<file path="src/rtl/adder_pkg.sv">
// Shared constants for the registered 32-bit carry-lookahead adder.
// Operand width and lookahead group size are kept here so the top and its sub-block agree.
package adder_pkg;

   localparam int ADDER_WIDTH = 32;
   localparam int CLA_GROUP   = 4;

   // Number of lookahead groups needed to cover a given operand width.
   function automatic int numGroups(input int width);
      return width / CLA_GROUP;
   endfunction

endpackage

</file>
<file path="src/rtl/cla4_block.sv">
// 4-bit carry-lookahead group: full internal lookahead, plus group propagate/generate terms.
// Carries c1..c4 are flattened sum-of-products so no carry ripples inside the group.
module cla4_block
   import adder_pkg::*;
(
   input  logic [CLA_GROUP-1:0] a,
   input  logic [CLA_GROUP-1:0] b,
   input  logic                 ci,
   output logic [CLA_GROUP-1:0] s,
   output logic                 co,
   output logic                 P,
   output logic                 G
);

   logic [CLA_GROUP-1:0] w_p;
   logic [CLA_GROUP-1:0] w_g;
   logic                 w_c1;
   logic                 w_c2;
   logic                 w_c3;
   logic                 w_c4;

   assign w_p = a ^ b;
   assign w_g = a & b;

   assign w_c1 = w_g[0]
               | (w_p[0] & ci);
   assign w_c2 = w_g[1]
               | (w_p[1] & w_g[0])
               | (w_p[1] & w_p[0] & ci);
   assign w_c3 = w_g[2]
               | (w_p[2] & w_g[1])
               | (w_p[2] & w_p[1] & w_g[0])
               | (w_p[2] & w_p[1] & w_p[0] & ci);
   assign w_c4 = w_g[3]
               | (w_p[3] & w_g[2])
               | (w_p[3] & w_p[2] & w_g[1])
               | (w_p[3] & w_p[2] & w_p[1] & w_g[0])
               | (w_p[3] & w_p[2] & w_p[1] & w_p[0] & ci);

   assign s  = w_p ^ {w_c3, w_c2, w_c1, ci};
   assign co = w_c4;

   // Group terms are independent of ci so a higher lookahead level could consume them.
   assign P = &w_p;
   assign G = w_g[3]
            | (w_p[3] & w_g[2])
            | (w_p[3] & w_p[2] & w_g[1])
            | (w_p[3] & w_p[2] & w_p[1] & w_g[0]);

endmodule

</file>
<file path="src/rtl/thirty_two_bit_adder.sv">
// Registered unsigned adder: {Cout,S} <= A + B + Cin with one cycle of latency.
// Eight 4-bit lookahead groups ripple their carries; synchronous reset clears the result.
module thirty_two_bit_adder
   import adder_pkg::*;
#(
   parameter int WIDTH = ADDER_WIDTH
)
(
   input  logic             clk,
   input  logic             rst,
   input  logic [WIDTH-1:0] A,
   input  logic [WIDTH-1:0] B,
   input  logic             Cin,
   output logic [WIDTH-1:0] S,
   output logic             Cout
);

   localparam int NUM_GROUPS = numGroups(WIDTH);

   logic [NUM_GROUPS:0]   w_carry;
   logic [WIDTH-1:0]      w_sum;
   logic [NUM_GROUPS-1:0] w_grpP;
   logic [NUM_GROUPS-1:0] w_grpG;
   logic                  w_unusedGrpPg;
   logic [WIDTH-1:0]      r_sum;
   logic                  r_cout;

   assign w_carry[0] = Cin;

   for (genvar gi = 0; gi < NUM_GROUPS; gi++) begin : g_cla
      cla4_block u_cla4 (
         .a  (A[gi*CLA_GROUP +: CLA_GROUP]),
         .b  (B[gi*CLA_GROUP +: CLA_GROUP]),
         .ci (w_carry[gi]),
         .s  (w_sum[gi*CLA_GROUP +: CLA_GROUP]),
         .co (w_carry[gi+1]),
         .P  (w_grpP[gi]),
         .G  (w_grpG[gi])
      );
   end

   // Groups are chained through their carry-out, so the group P/G terms are not needed here.
   assign w_unusedGrpPg = ^{w_grpP, w_grpG};

   always_ff @(posedge clk) begin
      if (rst) begin
         r_sum  <= '0;
         r_cout <= 1'b0;
      end else begin
         r_sum  <= w_sum;
         r_cout <= w_carry[NUM_GROUPS];
      end
   end

   assign S    = r_sum;
   assign Cout = r_cout;

endmodule

</file>
<file path="config.mk">
export PLATFORM = sky130hd
export DESIGN_NAME = thirty_two_bit_adder
export DESIGN_NICKNAME = d
export VERILOG_FILES = /design/src/rtl/adder_pkg.sv /design/src/rtl/cla4_block.sv /design/src/rtl/thirty_two_bit_adder.sv
export SDC_FILE = /design/constraint.sdc
export NUM_CORES = 1
export LEC_CHECK = 0
export CAP_MARGIN = 10
export CORE_MARGIN = 2
export CORE_UTILIZATION = 40
export DETAILED_ROUTE_END_ITERATION = 7
export GPL_TIMING_DRIVEN = 0
export HOLD_SLACK_MARGIN = 0.06
export PLACE_DENSITY = 0.83
export SLEW_MARGIN = 20
export SYNTH_ARGS = -nofsm -noshare
export SYNTH_HDL_FRONTEND = slang
export SYNTH_SLANG_ARGS = --single-unit
</file>
<file path="constraint.sdc">
create_clock -name clk -period 8 [get_ports clk]
set_input_delay 1.6 -clock clk [delete_from_list [all_inputs] [get_ports clk]]
set_output_delay 1.6 -clock clk [all_outputs]
set_load 0.01 [all_outputs]
</file>
==> impl_summary.log <==
INFO  metric clock-root-buffer = sky130_fd_sc_hd__clkbuf_8
INFO  metric cts_resized = 0
INFO  metric place.port_buffers = 99
INFO  metric synth.cells.most_frequent = sky130_fd_sc_hd__dfxtp_1 (33), sky130_fd_sc_hd__ha_1 (32), sky130_fd_sc_hd__nor2_1 (30)
INFO  metric ctsHoldBuffers = 0
INFO  metric min_delay_worst_endpoint = S[4]
INFO  metric holdCritPathClass = input port to register
INFO  metric synthDominantCellAreaShare = 28.9%
INFO  metric final_critical_path_required_period = 4.33 ns
INFO  metric fin_cells = 423
INFO  metric gp_congestion = 0.798
INFO  metric first_iter_violations = 72
INFO  metric leakage_power = 1.46 nW
INFO  metric tritoncts.num_buffers = 5
INFO  metric achievable-frequency = 231 MHz
INFO  metric number_of_setup_buffers_added_after_cts = 0
INFO  metric wire_per_inst = 13.3 um
INFO  metric dp_cells = 415
INFO  metric number_of_antenna_violations_at_the_first_check_in_global_routing = 0
INFO  metric drtPass1Iterations = 4
INFO  metric ios = 100
INFO  metric yosys-top-cells-area = sky130_fd_sc_hd__dfxtp_1 (29%), sky130_fd_sc_hd__ha_1 (18%), sky130_fd_sc_hd__fa_1 (7.0%)
INFO  metric synth-edff-count = 0
INFO  metric post-synth-top-area-cell = sky130_fd_sc_hd__dfxtp_1
INFO  metric route.detailed.vias_per_inst = 4.99
INFO  metric number_of_instances_in_the_synthesized_netlist = 244
INFO  metric yosys_warnings = 0
INFO  metric slew_headroom = 58.7%
INFO  metric floorplan.die.width = 79.6 um
INFO  metric die_height = 79.6 um
INFO  metric ant_diodes = 0
INFO  metric timing.critical_path.to_type = register
INFO  metric postPlaceCellArea = 0.00337 sq mm
INFO  metric timing.critical_path.required = 8.15 ns
INFO  metric placementRows = 27
INFO  metric yosys_register_bits = 33
INFO  metric tightest_slew = 0.620 ns
INFO  metric ctsHtreeMaxLevel = 2
INFO  metric dp_hpwl = 4680 um
INFO  metric first_global_vias = 2062
INFO  metric tritoncts_num_sinks = 33
INFO  metric status = complete, no violations
INFO  metric grt.total_usage = 18.1%
INFO  metric stdcell_area = 0.00347 sq mm
INFO  metric die_footprint = 0.00634 sq mm
INFO  metric vias = 2110
INFO  metric cts_max_path_buffers = 2
INFO  metric startpoint_to_endpoint_class_of_the_critical_path = input port to register
INFO  metric postSynth.topFlopCell = sky130_fd_sc_hd__dfxtp_1
INFO  metric async_reset_ff_share = 0%
INFO  metric post_synth_num_cell_types = 44
INFO  metric worst_hold_startpoint = rst
INFO  metric floorplan.core_area = 0.00551 sq mm
INFO  metric syn_area = 0.00229 sq mm
INFO  metric min_period_over_period = 54.1%
INFO  metric synth.avg_cell_area = 9.37 sq um
INFO  metric cellPowerDensity = 159 mW/mm^2
INFO  metric timing_hold_violations_final = 0
INFO  metric worst_vdd_ir = 94.4 uV
INFO  metric drt_drc_violations_left = 0
INFO  metric post_route_cells_drive_above_1_share = 5.70%
INFO  metric grt_setup_unrepaired = false
INFO  metric grt_pass1_wl = 8980 um
INFO  metric max_cap_viol_count = 0
INFO  metric post-synth-top-count-cell = sky130_fd_sc_hd__dfxtp_1
INFO  metric finalHoldWorstSlack = 2.03 ns
INFO  metric grt_remaining_overflow = 0
INFO  metric area.growth.synth_to_final = 51.7%
INFO  metric clock_slew_at_the_register_clock_pins_of_the_worst_setup_and_hold_paths = 0.07 ns
INFO  metric detail-route-antenna-nets = 0
INFO  metric totalWireLength = 5630 um
INFO  metric worst-path-max-fanout = 6
INFO  metric worst-endpoint-arrival = 4.48 ns
INFO  metric final-setup-viol-count = 0
INFO  metric slew_viol_final = 0
INFO  metric start_util = 41.5%
INFO  metric synthesis.nets = 351
INFO  metric min_path_cells = 2
INFO  metric fin_tns_setup = 0 ns
INFO  metric synth_seq_area_share = 28.9%
INFO  metric tritoncts = yes
INFO  metric grt_max_degree = 11
INFO  metric final_net_count = 457
INFO  metric setup.worst_path.start_class = input port
layout make-up:
cell class                      count  area, sq um
Buffer                              3         11.3
Timing Repair Buffer               99          991
Clock inverter                      1         5.00
Multi-Input combinational cell    197         1570
Sequential cell                    33          661
Clock buffer                        7         96.3
Fill cell                         457         2040
Tap cell                           72         90.1
Inverter                           11         41.3
per-stage QoR:
stage | setup WS [ns] | utilization [%] | power (mW)
final | 3.67 | 63.0 | 0.553
after global routing | 3.52 | 63.0 | 0.585
after CTS | 3.70 | 63.0 | 0.555
after detailed placement | 3.41 | 61.1 | 0.414
after global placement | 3.48 | 61.1 | 0.408
after floorplan | 4.09 | - | 0.313
routing by layer:
layer / global-route usage, % / share of wire [%]
met5: 0 / 0
met4: 7.07 / 2.1
met3: 3.85 / 4.9
met2: 31.7 / 50
met1: 21.6 / 43
how the worst max path moves through the flow:
stage,from,to,slack (ns),cells past startpoint
2_1_floorplan,A[5],S[29],4.09,11
3_3_place_gp,A[13],S[29],3.48,12
3_5_place_dp,A[1],S[29],3.41,12
4_1_cts,A[1],S[29],3.70,12
5_1_grt,A[1],S[29],3.52,12
6_report,A[1],S[29],3.67,12
registers in the layout, indices dropped and copies added, names as in the netlist:
register / count
S: 32
Cout: 1
worst max-delay path, cell delays in order:
cell                              delay (ns)
sky130_fd_sc_hd__clkdlybuf4s50_1        0.42
sky130_fd_sc_hd__ha_1                   0.35
sky130_fd_sc_hd__o21ai_0                0.28
sky130_fd_sc_hd__o21a_1                 0.20
sky130_fd_sc_hd__nand2b_1               0.28
sky130_fd_sc_hd__a21oi_2                0.09
sky130_fd_sc_hd__or2_4                  0.26
sky130_fd_sc_hd__a21o_1                 0.22
sky130_fd_sc_hd__a21o_1                 0.20
sky130_fd_sc_hd__fa_1                   0.37
sky130_fd_sc_hd__xnor2_1                0.16
sky130_fd_sc_hd__nor2_1                 0.05
cells by family (layout without fill, tap and decap cells):
| logic type | count (synthesis) | count (layout) | synth area share [%] |
|---|---|---|---|
| xor+xnor | 19 | 19 | 7.28 |
| mux | 1 | 1 | 0.657 |
| compound gates | 64 | 64 | 20.7 |
| fa+ha+maj | 40 | 40 | 24.5 |
| flops | 33 | 33 | 28.9 |
| buf+inv | 14 | 121 | 2.30 |
| simple gates | 73 | 73 | 15.6 |
cell usage in the layout (no fill, tap or decap), drive strengths merged, types with 2 or more instances in the layout:
cell type	instances
clkdlybuf4s50	99
dfxtp	33
ha	32
nor2	30
a21oi	18
a21o	13
xnor2	13
inv	11
o21ai	11
nand2	10
clkbuf	10
nor2b	9
fa	8
xor2	6
a211oi	6
nand3	5
nand2b	5
o211ai	3
a41o	2
nand4	2
nor4	2
and4	2
nor3	2
or2	2
where the power goes:
group | internal [mW] | switching (mW)
logic | 0.123 | 0.0951
clock network | 0.0779 | 0.0645
registers | 0.187 | 0.00598
No activity file was read; power rests on OpenSTA's default activity.
